`src/rtl/speaker_pkg.sv`:
```
// rtl/speaker_pkg.sv - register map, bit positions and reset values for the speaker sample controller
package speaker_pkg;

    localparam int SAMPLE_W = 8;

    localparam logic [7:0] ADDR_CTRL   = 8'h00;
    localparam logic [7:0] ADDR_RATE   = 8'h04;
    localparam logic [7:0] ADDR_DATA   = 8'h08;
    localparam logic [7:0] ADDR_STATUS = 8'h0C;

    localparam int CTRL_EN     = 0;
    localparam int CTRL_FLUSH  = 1;
    localparam int CTRL_IRQ_EN = 2;

    localparam int STATUS_COUNT_W  = 7;
    localparam int STATUS_FULL     = 8;
    localparam int STATUS_EMPTY    = 9;
    localparam int STATUS_UNDERRUN = 10;
    localparam int STATUS_LWM_LSB  = 16;
    localparam int STATUS_LWM_W    = 7;

    localparam logic [15:0] RATE_MIN   = 16'd256;
    localparam logic [15:0] RATE_RESET = 16'd256;
    localparam logic [STATUS_LWM_W-1:0] LWM_RESET = 7'd4;

    typedef enum logic [2:0] {
        REG_CTRL,
        REG_RATE,
        REG_DATA,
        REG_STATUS,
        REG_NONE
    } reg_sel_e;

    function automatic reg_sel_e decode_addr(input logic [7:0] addr);
        case (addr)
            ADDR_CTRL:   return REG_CTRL;
            ADDR_RATE:   return REG_RATE;
            ADDR_DATA:   return REG_DATA;
            ADDR_STATUS: return REG_STATUS;
            default:     return REG_NONE;
        endcase
    endfunction

    // Periods shorter than one full PWM cycle are raised to the minimum.
    function automatic logic [15:0] clamp_rate(input logic [15:0] value);
        return (value < RATE_MIN) ? RATE_MIN : value;
    endfunction

endpackage

```
`src/rtl/sample_fifo.sv`:
```
// rtl/sample_fifo.sv - sample FIFO with push, pop and single-cycle flush
// Ports: clk/rst clock and sync active-high reset; push/din write side;
//        pop/dout read side (dout is the head, valid when !empty);
//        flush empties in one cycle; count/full/empty occupancy.
module sample_fifo
    import speaker_pkg::*;
#(
    parameter int DEPTH = 16
) (
    input  logic                      clk,
    input  logic                      rst,
    input  logic                      push,
    input  logic                      pop,
    input  logic                      flush,
    input  logic [SAMPLE_W-1:0]       din,
    output logic [SAMPLE_W-1:0]       dout,
    output logic [$clog2(DEPTH):0]    count,
    output logic                      full,
    output logic                      empty
);
    localparam int AW = $clog2(DEPTH);
    localparam logic [AW-1:0] PTR_ONE  = AW'(1);
    localparam logic [AW:0]   CNT_ONE  = (AW + 1)'(1);
    localparam logic [AW:0]   CNT_FULL = (AW + 1)'(DEPTH);

    logic [SAMPLE_W-1:0] mem [DEPTH];
    logic [AW-1:0]       wptr;
    logic [AW-1:0]       rptr;
    logic                do_push;
    logic                do_pop;

    assign full  = (count == CNT_FULL);
    assign empty = (count == '0);
    assign dout  = mem[rptr];

    // Flush wins over both sides. A pop in the same cycle frees the slot,
    // so a push is still accepted when full.
    assign do_pop  = pop & ~empty & ~flush & ~rst;
    assign do_push = push & ~flush & ~rst & (~full | do_pop);

    always_ff @(posedge clk) begin
        if (do_push) begin
            mem[wptr] <= din;
        end
    end

    always_ff @(posedge clk) begin
        if (rst || flush) begin
            wptr  <= '0;
            rptr  <= '0;
            count <= '0;
        end else begin
            if (do_push) begin
                wptr <= wptr + PTR_ONE;
            end
            if (do_pop) begin
                rptr <= rptr + PTR_ONE;
            end
            case ({do_push, do_pop})
                2'b10:   count <= count + CNT_ONE;
                2'b01:   count <= count - CNT_ONE;
                default: count <= count;
            endcase
        end
    end

endmodule

```
`src/rtl/speaker_sample_ctrl.sv`:
```
// rtl/speaker_sample_ctrl.sv - APB sample FIFO, sample-rate tick and PWM speaker driver
// Ports: PCLK sole clock; PRESET sync active-high reset;
//        PSEL/PENABLE/PWRITE/PADDR/PWDATA APB3 request; PRDATA/PREADY/PSLVERR APB response;
//        SPEAKER_DAC PWM audio out; FIFO_IRQ level interrupt (low-water or underrun).
module speaker_sample_ctrl
    import speaker_pkg::*;
#(
    parameter int FIFO_DEPTH = 16
) (
    input  logic        PCLK,
    input  logic        PRESET,
    input  logic        PSEL,
    input  logic        PENABLE,
    input  logic        PWRITE,
    input  logic [7:0]  PADDR,
    input  logic [31:0] PWDATA,
    output logic [31:0] PRDATA,
    output logic        PREADY,
    output logic        PSLVERR,
    output logic        SPEAKER_DAC,
    output logic        FIFO_IRQ
);
    localparam int CW = $clog2(FIFO_DEPTH) + 1;

    reg_sel_e                  sel;
    logic                      xfer;
    logic                      wr;
    logic                      ctrl_wr;
    logic                      rate_wr;
    logic                      data_wr;
    logic                      status_wr;
    logic                      en;
    logic                      irq_en;
    logic                      underrun;
    logic                      irq;
    logic [15:0]               rate;
    logic [15:0]               rate_cnt;
    logic [STATUS_LWM_W-1:0]   lwm;
    logic [7:0]                pwm_cnt;
    logic [SAMPLE_W-1:0]       cur_sample;
    logic                      tick;
    logic                      flush;
    logic                      pop_req;
    logic [CW-1:0]             fifo_count;
    logic                      fifo_full;
    logic                      fifo_empty;
    logic [SAMPLE_W-1:0]       fifo_head;
    logic [STATUS_COUNT_W-1:0] count_ext;
    logic [31:0]               status_word;
    logic                      unused_pwdata;

    assign sel       = decode_addr(PADDR);
    assign xfer      = PSEL & PENABLE;
    assign wr        = xfer & PWRITE;
    assign ctrl_wr   = wr && (sel == REG_CTRL);
    assign rate_wr   = wr && (sel == REG_RATE);
    assign data_wr   = wr && (sel == REG_DATA);
    assign status_wr = wr && (sel == REG_STATUS);
    assign flush     = ctrl_wr & PWDATA[CTRL_FLUSH];
    assign tick      = en && (rate_cnt == '0);
    assign pop_req   = tick & ~fifo_empty & ~flush;
    assign count_ext = STATUS_COUNT_W'(fifo_count);

    assign unused_pwdata = ^PWDATA[31:23];

    sample_fifo #(
        .DEPTH (FIFO_DEPTH)
    ) u_fifo (
        .clk   (PCLK),
        .rst   (PRESET),
        .push  (data_wr),
        .pop   (pop_req),
        .flush (flush),
        .din   (PWDATA[SAMPLE_W-1:0]),
        .dout  (fifo_head),
        .count (fifo_count),
        .full  (fifo_full),
        .empty (fifo_empty)
    );

    always_ff @(posedge PCLK) begin
        if (PRESET) begin
            en     <= 1'b0;
            irq_en <= 1'b0;
            rate   <= RATE_RESET;
            lwm    <= LWM_RESET;
        end else begin
            if (ctrl_wr) begin
                en     <= PWDATA[CTRL_EN];
                irq_en <= PWDATA[CTRL_IRQ_EN];
            end
            if (rate_wr) begin
                rate <= clamp_rate(PWDATA[15:0]);
            end
            if (status_wr) begin
                lwm <= PWDATA[STATUS_LWM_LSB +: STATUS_LWM_W];
            end
        end
    end

    // Down-counter reloads from the live RATE value only when it hits zero,
    // so a RATE write never disturbs the period in progress.
    always_ff @(posedge PCLK) begin
        if (PRESET || !en) begin
            rate_cnt <= '0;
            pwm_cnt  <= '0;
        end else begin
            rate_cnt <= (rate_cnt == '0) ? rate - 16'd1 : rate_cnt - 16'd1;
            pwm_cnt  <= pwm_cnt + 8'd1;
        end
    end

    // A set from an empty tick outranks a software clear on the same edge.
    always_ff @(posedge PCLK) begin
        if (PRESET) begin
            cur_sample <= '0;
            underrun   <= 1'b0;
        end else begin
            if (pop_req) begin
                cur_sample <= fifo_head;
            end
            if (tick && fifo_empty && !flush) begin
                underrun <= 1'b1;
            end else if (status_wr && PWDATA[STATUS_UNDERRUN]) begin
                underrun <= 1'b0;
            end
        end
    end

    always_ff @(posedge PCLK) begin
        if (PRESET) begin
            irq <= 1'b0;
        end else begin
            irq <= irq_en & (underrun | (count_ext <= lwm));
        end
    end

    always_comb begin
        status_word = '0;
        status_word[STATUS_COUNT_W-1:0]              = count_ext;
        status_word[STATUS_FULL]                     = fifo_full;
        status_word[STATUS_EMPTY]                    = fifo_empty;
        status_word[STATUS_UNDERRUN]                 = underrun;
        status_word[STATUS_LWM_LSB +: STATUS_LWM_W]  = lwm;
    end

    always_comb begin
        PRDATA = '0;
        if (xfer && !PWRITE) begin
            case (sel)
                REG_CTRL: begin
                    PRDATA[CTRL_EN]     = en;
                    PRDATA[CTRL_IRQ_EN] = irq_en;
                end
                REG_RATE:   PRDATA[15:0] = rate;
                REG_STATUS: PRDATA       = status_word;
                default:    PRDATA       = '0;
            endcase
        end
    end

    assign PREADY      = 1'b1;
    assign PSLVERR     = data_wr & fifo_full & ~pop_req & ~PRESET;
    assign SPEAKER_DAC = en & (pwm_cnt < cur_sample);
    assign FIFO_IRQ    = irq;

endmodule

```
`config.mk`:
```
export PLATFORM = sky130hd
export DESIGN_NAME = speaker_sample_ctrl
export DESIGN_NICKNAME = d
export VERILOG_FILES = /design/src/rtl/speaker_pkg.sv /design/src/rtl/sample_fifo.sv /design/src/rtl/speaker_sample_ctrl.sv
export SDC_FILE = /design/constraint.sdc
export NUM_CORES = 1
export LEC_CHECK = 0
export CORE_MARGIN = 4
export CORE_UTILIZATION = 54
export CTS_BUF_LIST = sky130_fd_sc_hd__clkbuf_4
export CTS_CLUSTER_SIZE = 10
export DETAILED_ROUTE_END_ITERATION = 16
export PLACE_DENSITY = 0.87
export SETUP_SLACK_MARGIN = 0.2
export SKIP_LAST_GASP = 1
export SYNTH_ARGS = -nofsm -noshare
export SYNTH_HDL_FRONTEND = slang
export SYNTH_SLANG_ARGS = --single-unit
```
`constraint.sdc`:
```
create_clock -name PCLK -period 3.3 [get_ports PCLK]
set_input_delay 0.99 -clock PCLK [delete_from_list [all_inputs] [get_ports PCLK]]
set_output_delay 0.99 -clock PCLK [all_outputs]
set_load 0.005 [all_outputs]
```
==> results of run 1 <==
placed cells by master, fill, tap and decap left out, types with 15 or more instances in the layout:
master and n:
dfxtp_1 70, nor2_1 68, nand3_1 17, ha_1 22
nor3_1 16, buf_4 59, buf_2 15, o21ai_0 17
inv_1 27, clkbuf_4 17, nand2_1 49, mux4_2 40
clkdlybuf4s50_1 25, a21oi_1 35, buf_6 21, mux2i_1 16
edfxtp_1 128
cells in the mapped netlist, drive strengths merged (3+ instances only):
master / n / area (sq um)
a21oi: 37 / 185
nand2: 51 / 191
o31ai: 3 / 36.3
or4: 3 / 26.3
a31o: 3 / 26.3
clkbuf: 16 / 60.1
nor4: 10 / 77.6
a211oi: 4 / 35.0
and2: 13 / 81.3
and3: 3 / 18.8
nor2b: 6 / 37.5
o21a: 5 / 37.5
nand3: 18 / 90.1
and4: 4 / 35.0
dfxtp: 72 / 1440
buf: 22 / 135
xnor2: 10 / 87.6
and3b: 3 / 26.3
o21ai: 18 / 93.8
or3: 6 / 37.5
nor2: 83 / 317
nor3: 27 / 168
a31oi: 4 / 31.3
xor2: 12 / 105
mux2i: 16 / 160
o211ai: 3 / 22.5
a21o: 6 / 45.0
edfxtp: 128 / 3840
ha: 22 / 275
inv: 28 / 105
nand2b: 6 / 45.0
mux4: 40 / 901
logic make-up after synthesis:
kind of cell	share of synthesized area [%]
AOI/OAI and AO/OA	7.08
xor gates and xnor gates	2.14
adders and majority gates	3.27
buffers and inverters	3.33
DFF	58.6
muxes	11.8
other	0.0833
and+or+nand+nor	13.7
registers in the layout (all words and copies together), names as in the netlist:
| signal | cells |
|---|---|
| pwm_cnt | 8 |
| irq_en | 1 |
| lwm | 7 |
| rate_cnt | 16 |
| en | 1 |
| u_fifo.mem | 128 |
| underrun | 1 |
| cur_sample | 8 |
| u_fifo.count | 5 |
| u_fifo.wptr | 4 |
| FIFO_IRQ | 1 |
| u_fifo.rptr | 4 |
| rate | 16 |
per-layer routing:
layer,wire (microns),track usage (%)
met2,11300,38.5
met4,941,9.15
met3,2060,4.53
met1,8630,30.5
met5,0,0
where the power goes:
part | switching [mW] | total, mW | leakage (nW) | internal (mW)
registers | 0.000226 | 2.66 | 1.73 | 2.66
clock network | 0.919 | 1.34 | 0.165 | 0.421
logic | 0.0755 | 0.127 | 1.94 | 0.0512
how the worst max path moves through the flow:
stage                                  to  slack [ns]  startpoint  depth (start not counted)
6_report                       PRDATA[13]       -0.20    PADDR[4]                          9
5_1_grt                        PRDATA[16]       -0.25    PADDR[4]                          8
4_1_cts                        PRDATA[13]       -0.25    PADDR[6]                          9
3_5_place_dp                   PRDATA[13]       -1.09    PADDR[5]                          7
3_3_place_gp                   PRDATA[13]       -0.99    PADDR[5]                          7
2_1_floorplan  u_fifo.mem[1][0]$_DFFE_PP_     -0.0002    PADDR[5]                          6
final cells by class:
cell class / count / area, sq um / area share [%]
flip-flops and latches: 200 / 5290 / 49.0
multi-input cells: 449 / 3660 / 33.9
repair buffers: 133 / 1150 / 10.7
well taps: 216 / 270 / 2.51
clock inverters: 14 / 175 / 1.62
clock buffers: 17 / 128 / 1.18
inverters: 28 / 105 / 0.975
diodes: 1 / 2.50 / 0.0232
critical path: stages:
cell     delay (ns)
buf_6          0.09
nor4_4         0.32
nand3_2        0.15
or3_4          0.40
nor2_4         0.14
buf_6          0.12
buf_6          0.08
and2_4         0.13
buf_6          0.09
repair_timing:
item                                    in CTS  in global routing
setup buffers                               11                  5
pin swaps                                   20                  7
endpoints found under the hold margin        0                  0
gates resized for setup                    156                 30
gates cloned                                 1                  0
endpoints found under the setup margin      26                 30
==> summary.md, run 1 <==
| Metric | Value |
|---|---|
| FFs w/ async S/R, synth | `0%` |
| CTS max path bufs | `2` |
| Post-Place Cells | `1009` |
| Crit path time final | `3.50 ns` |
| Failing checks | `setup timing` |
| Global-route wire length before repair | `33200 microns` |
| CTS tree | `built` |
| Min-Delay Startpoint | `cur_sample[1]$_SDFFE_PP0P_` |
| Final Max Slew Viols | `0` |
| Worst-path clk slew | `0.17 ns` |
| Top achievable clock speed | `0.286 GHz` |
| TritonCTS Buffers | `17` |
| Peak VDD IR | `0.000393 V` |
| CTS Hold Buffers Added | `0` |
| Vias per cell | `6.17` |
| DRC errors left | `0` |
| Placed cell area | `10200 sq um` |
| Final cell count without fillers | `1058` |
| PnR worst setup slack | `-0.202 ns` |
| GP Congestion | `0.892` |
| Area Overhead vs Synth | `19.6%` |
| Skew-Pair Late Insertion Delay | `0.61 ns` |
| Fillers | `1075` |
| Buffers on Ports | `61` |
| Vias in the first global route | `6305` |
| Worst hold slack | `0.470 ns` |
| Final Cell Area | `10800 sq um` |
| Endpoints failing hold | `0` |
| Reg-to-reg startpoint | `rate_cnt[9]$_SDFF_PP0_` |
| CP max FO | `3` |
| Clk sinks | `200` |
| Rows | `46` |
| Max cap viols | `0` |
| Die height | `137 microns` |
| Leakage | `3.84 nW` |
| Setup CP Type | `input port to output port` |
| DP Wirelength | `14600 microns` |
| Die X | `137 microns` |
| Vias | `6526` |
| Synth cell types | `64` |
| Post-route ant nets | `0` |
| Router iterations before antenna repair | `6` |
| Arr. time, crit path | `2.51 ns` |
| Post-Syn Instances | `706` |
| H-tree depth | `4` |
| Layout cell share with drive strength beyond 1 | `27.6%` |
| FF-to-FF path depth | `11` |
| Routed wire length | `23000 microns` |
| Die area | `18800 sq um` |
| Mapped Area | `9020 sq um` |
| Actual slew at the worst max-slew pin | `0.815 ns` |
| P per Cell Area | `382 nW/um^2` |
| Starting DRT DRC Count | `754` |
| Hold Path Sink | `cur_sample[1]$_SDFFE_PP0P_` |
| Largest net degree at the start of global routing | `36` |
| Core occupancy in the finished layout | `66.9%` |
| Core box area | `16100 sq um` |
| Worst min-delay path class | `flop to flop` |
| Setup slack, reg-to-reg | `0.32 ns` |
| GRT Util Overall | `23.3%` |
| I/O pin cnt | `81` |
| Startpoint Class | `input port` |
| Setup WS pre-CTS | `-1.09 ns` |
| Clock root buffer | `clkbuf_4` |
| #FFs+latches synth | `200` |
| Total Power | `4.12 mW` |
| Wire length per cell | `21.7 microns` |
| Synth warnings | `0` |
| CP Capture Type | `output port` |
| Setup violators final | `24` |
| GRT Residual Overflow | `0` |
| Syn_area_per_cell | `12.8 sq um` |
| Status | `finished with violations` |
| Nets | `897` |
| Slew HR | `45.5%` |
| CP required | `2.31 ns` |
| Initial antenna violation count | `1` |
| Unrepaired setup endpoints after global routing | `true` |
| Sequential area share after synthesis | `58.6%` |
| WHS Path Cells | `2` |
| Number of synthesized flops with an enable pin | `128` |
| Initial Utilization | `56.0%` |
| RR Endpoint | `u_fifo.count[4]$_SDFFE_PP0P_` |
| Setup TNS | `-3.07 ns` |
| Top_reg_cell synth | `edfxtp_1` |
| Final critical-path share of the clock period | `106%` |
| Fin Clk Skew | `0.0389 ns` |
(Power assumes the default switching activity.)
==> inputs of run 2 (changes only) <==
CAP_MARGIN = 20   (was not set)
==> results of run 2 <==
The final DEF is identical to that of run 1; final timing and power are the same.
==> inputs of run 3 (changes only) <==
SKIP_CTS_REPAIR_TIMING = 1   (was not set)
==> run 3 against run 2 <==
  * The flow still finishes with violations (setup timing)
  * Clock skew fell by 0.00099 ns
  * Routed wire length fell by 8.8%
  * Largest cell class unchanged
  * Die area did not move
  * Sequential power barely moved
  * Non-clock buffer count fell by 3
  * Cell area fell by 0.45%
  * Combinational power barely moved
  * Total power fell by 0.53%
==> summary.md, run 3 (same netlist as run 1, synthesis figures left out) <==
| Metric | Value |
|---|---|
| Status | `finished with violations (unchanged)` |
| Failing checks | `setup timing (unchanged)` |
| Switching Fraction | `23.7% (was 24.1%)` |
| Min-Delay Startpoint | `cur_sample[6]$_SDFFE_PP0P_ (was cur_sample[1]$_SDFFE_PP0P_)` |
| Top achievable clock speed | `0.275 GHz (was 0.286 GHz)` |
| Die X | `137 microns (unchanged)` |
| Reg area | `5290 sq um (unchanged)` |
| Nets | `894 (was 897)` |
| Fillers | `1087 (was 1075)` |
| Layout cell share with drive strength beyond 1 | `27.1% (was 27.6%)` |
| Share of power burned in registers | `64.8% (was 64.4%)` |
| TritonCTS Buffers | `17 (unchanged)` |
| CTS tree | `built (unchanged)` |
| Final critical-path share of the clock period | `110% (was 106%)` |
| Clk sinks | `200 (unchanged)` |
| Setup CP Type | `input port to output port (unchanged)` |
| Max cap viols | `0 (unchanged)` |
| CP Capture Type | `output port (unchanged)` |
| Die height | `137 microns (unchanged)` |
| Buffers on Ports | `61 (unchanged)` |
| Endpoints failing hold | `0 (unchanged)` |
| Hold Path Sink | `cur_sample[6]$_SDFFE_PP0P_ (was cur_sample[1]$_SDFFE_PP0P_)` |
| Multi-input logic area | `3660 sq um (about the same)` |
| Peak VDD IR | `0.000392 V (was 0.000393 V)` |
| Final Max Slew Viols | `0 (unchanged)` |
| GRT Util Overall | `22.4% (was 23.3%)` |
| Area Overhead vs Synth | `19.0% (was 19.6%)` |
| I/O pin cnt | `81 (unchanged)` |
| CTS max path bufs | `2 (unchanged)` |
| FF-to-FF path depth | `11 (unchanged)` |
| Vias per cell | `5.93 (was 6.17)` |
| DRC errors left | `0 (unchanged)` |
| Vias in the first global route | `6115 (was 6305)` |
| GRT Residual Overflow | `0 (unchanged)` |
| Largest net degree at the start of global routing | `36 (unchanged)` |
| Arr. time, crit path | `2.64 ns (was 2.51 ns)` |
| Worst min-delay path class | `flop to flop (unchanged)` |
| Initial Utilization | `56.0% (unchanged)` |
| Vias | `6256 (was 6526)` |
| DP Wirelength | `14600 microns (unchanged)` |
| Most frequent cells in the layout | `128 x edfxtp_1, 70 x dfxtp_1, 68 x nor2_1, 60 x buf_4, 49 x nand2_1 (was 128 x edfxtp_1, 70 x dfxtp_1, 68 x nor2_1, 59 x buf_4, 49 x nand2_1)` |
| Core box area | `16100 sq um (unchanged)` |
| PnR worst setup slack | `-0.330 ns (was -0.202 ns)` |
| Global-route wire length before repair | `32000 microns (was 33200 microns)` |
| Startpoint Class | `input port (unchanged)` |
| Int Pwr | `3.13 mW (about the same)` |
| Actual slew at the worst max-slew pin | `0.784 ns (was 0.815 ns)` |
| Reg-to-reg startpoint | `rate_cnt[9]$_SDFF_PP0_ (unchanged)` |
| Total Power | `4.10 mW (was 4.12 mW)` |
| WHS Path Cells | `2 (unchanged)` |
| Wire length per cell | `19.9 microns (was 21.7 microns)` |
| Largest registers | `u_fifo.mem: 128 flops, rate: 16 flops, rate_cnt: 16 flops (unchanged)` |
| Setup slack, reg-to-reg | `0.35 ns (was 0.32 ns)` |
| Fin Clk Skew | `0.0380 ns (was 0.0389 ns)` |
| Combinational cell fraction of total power | `3.1% (about the same)` |
| Router iterations before antenna repair | `5 (was 6)` |
| Skew-Pair Late Insertion Delay | `0.61 ns (about the same)` |
| Post-route ant nets | `0 (unchanged)` |
| Clock root buffer | `clkbuf_4 (unchanged)` |
| Die area | `18800 sq um (unchanged)` |
| Clock Power Share | `32.1% (was 32.5%)` |
| Largest Register | `u_fifo.mem (unchanged)` |
| Rows | `46 (unchanged)` |
| Slew HR | `47.6% (was 45.5%)` |
| Setup violators final | `24 (unchanged)` |
| Most common cell after layout, fill and taps aside | `edfxtp_1 (unchanged)` |
| Starting DRT DRC Count | `821 (was 754)` |
| Max reg flops | `128 (unchanged)` |
| CP max FO | `4 (was 3)` |
| Leakage | `3.88 nW (was 3.84 nW)` |
| Crit path time final | `3.63 ns (was 3.50 ns)` |
| Initial antenna violation count | `1 (unchanged)` |
| P per Cell Area | `382 nW/um^2 (about the same)` |
| CP required | `2.31 ns (about the same)` |
| RR Endpoint | `u_fifo.count[4]$_SDFFE_PP0P_ (unchanged)` |
| Worst hold slack | `0.473 ns (was 0.470 ns)` |
| Switching pwr | `971 uW (was 995 uW)` |
| Worst-path clk slew | `0.17 ns (about the same)` |
| Setup TNS | `-3.48 ns (was -3.07 ns)` |
| H-tree depth | `4 (unchanged)` |
| Routed wire length | `21000 microns (was 23000 microns)` |
| Unrepaired setup endpoints after global routing | `true (unchanged)` |
| GP Congestion | `0.892 (unchanged)` |
run 3: cell count changes in the layout (fill, tap and decap cells not counted), sizes merged:
| cell | delta |
|---|---|
| clkbuf | +11 |
| buf | -12 |
| clkdlybuf4s15 | -3 |
| dlymetal6s2s | +8 |
| dlygate4sd2 | -7 |
run 3: worst max path at each step:
stage | startpoint | end | slack (ns) | cells after the start
after CTS | PADDR[5] | PRDATA[13] | -1.09 | 7
after detailed placement | PADDR[5] | PRDATA[13] | -1.09 | 7
final | PADDR[6] | PRDATA[13] | -0.33 | 10
after global placement | PADDR[5] | PRDATA[13] | -0.99 | 7
after global routing | PADDR[6] | PRDATA[13] | -0.40 | 10
after floorplan | PADDR[5] | u_fifo.mem[1][0]$_DFFE_PP_ | -0.0002 | 6
run 3: final cells by class:
cell class              count  share of cell area, %
diodes                      1                 0.0233
inverters                  28                  0.979
multi-input cells         449                   34.1
flip-flops and latches    200                   49.3
repair buffers            130                   10.3
well taps                 216                   2.52
clock inverters            14                   1.63
clock buffers              17                   1.19
run 3: per-stage QoR:
step	utilization [%]	instance area, sq um	cells	setup WS [ns]
after floorplan	-	9070	714	-0.000207
after global placement	63.3	10200	1009	-0.988
after detailed placement	63.3	10200	1009	-1.09
after CTS	65.2	10500	1040	-1.09
after global routing	66.6	10700	1055	-0.402
final	66.6	10700	1055	-0.330
run 3: critical path, stage by stage:
cell and delay (ns):
buf_6 0.09, nor4_4 0.31, nand3_2 0.16, or3_4 0.45, nor2_4 0.14, buf_6 0.10, buf_6 0.08, buf_6 0.08
and2_4 0.14, buf_6 0.09
run 3: power by group through the flow:
| stage | sequential [mW] | clock [mW] | combinational (mW) |
|---|---|---|---|
| 5_1_grt | 2.66 | 1.46 | 0.137 |
| 3_5_place_dp | 2.71 | 0 | 0.118 |
| 2_1_floorplan | 2.71 | 0 | 0.0344 |
| 4_1_cts | 2.66 | 1.34 | 0.118 |
| 6_report | 2.66 | 1.32 | 0.128 |
| 3_3_place_gp | 2.71 | 0 | 0.114 |
run 3: metal layers:
layer | share of wire, % | track usage (%)
met1 | 40 | 29.2
met2 | 51 | 37.1
met3 | 6.4 | 4.89
met4 | 2.8 | 8.59
met5 | 0 | 0
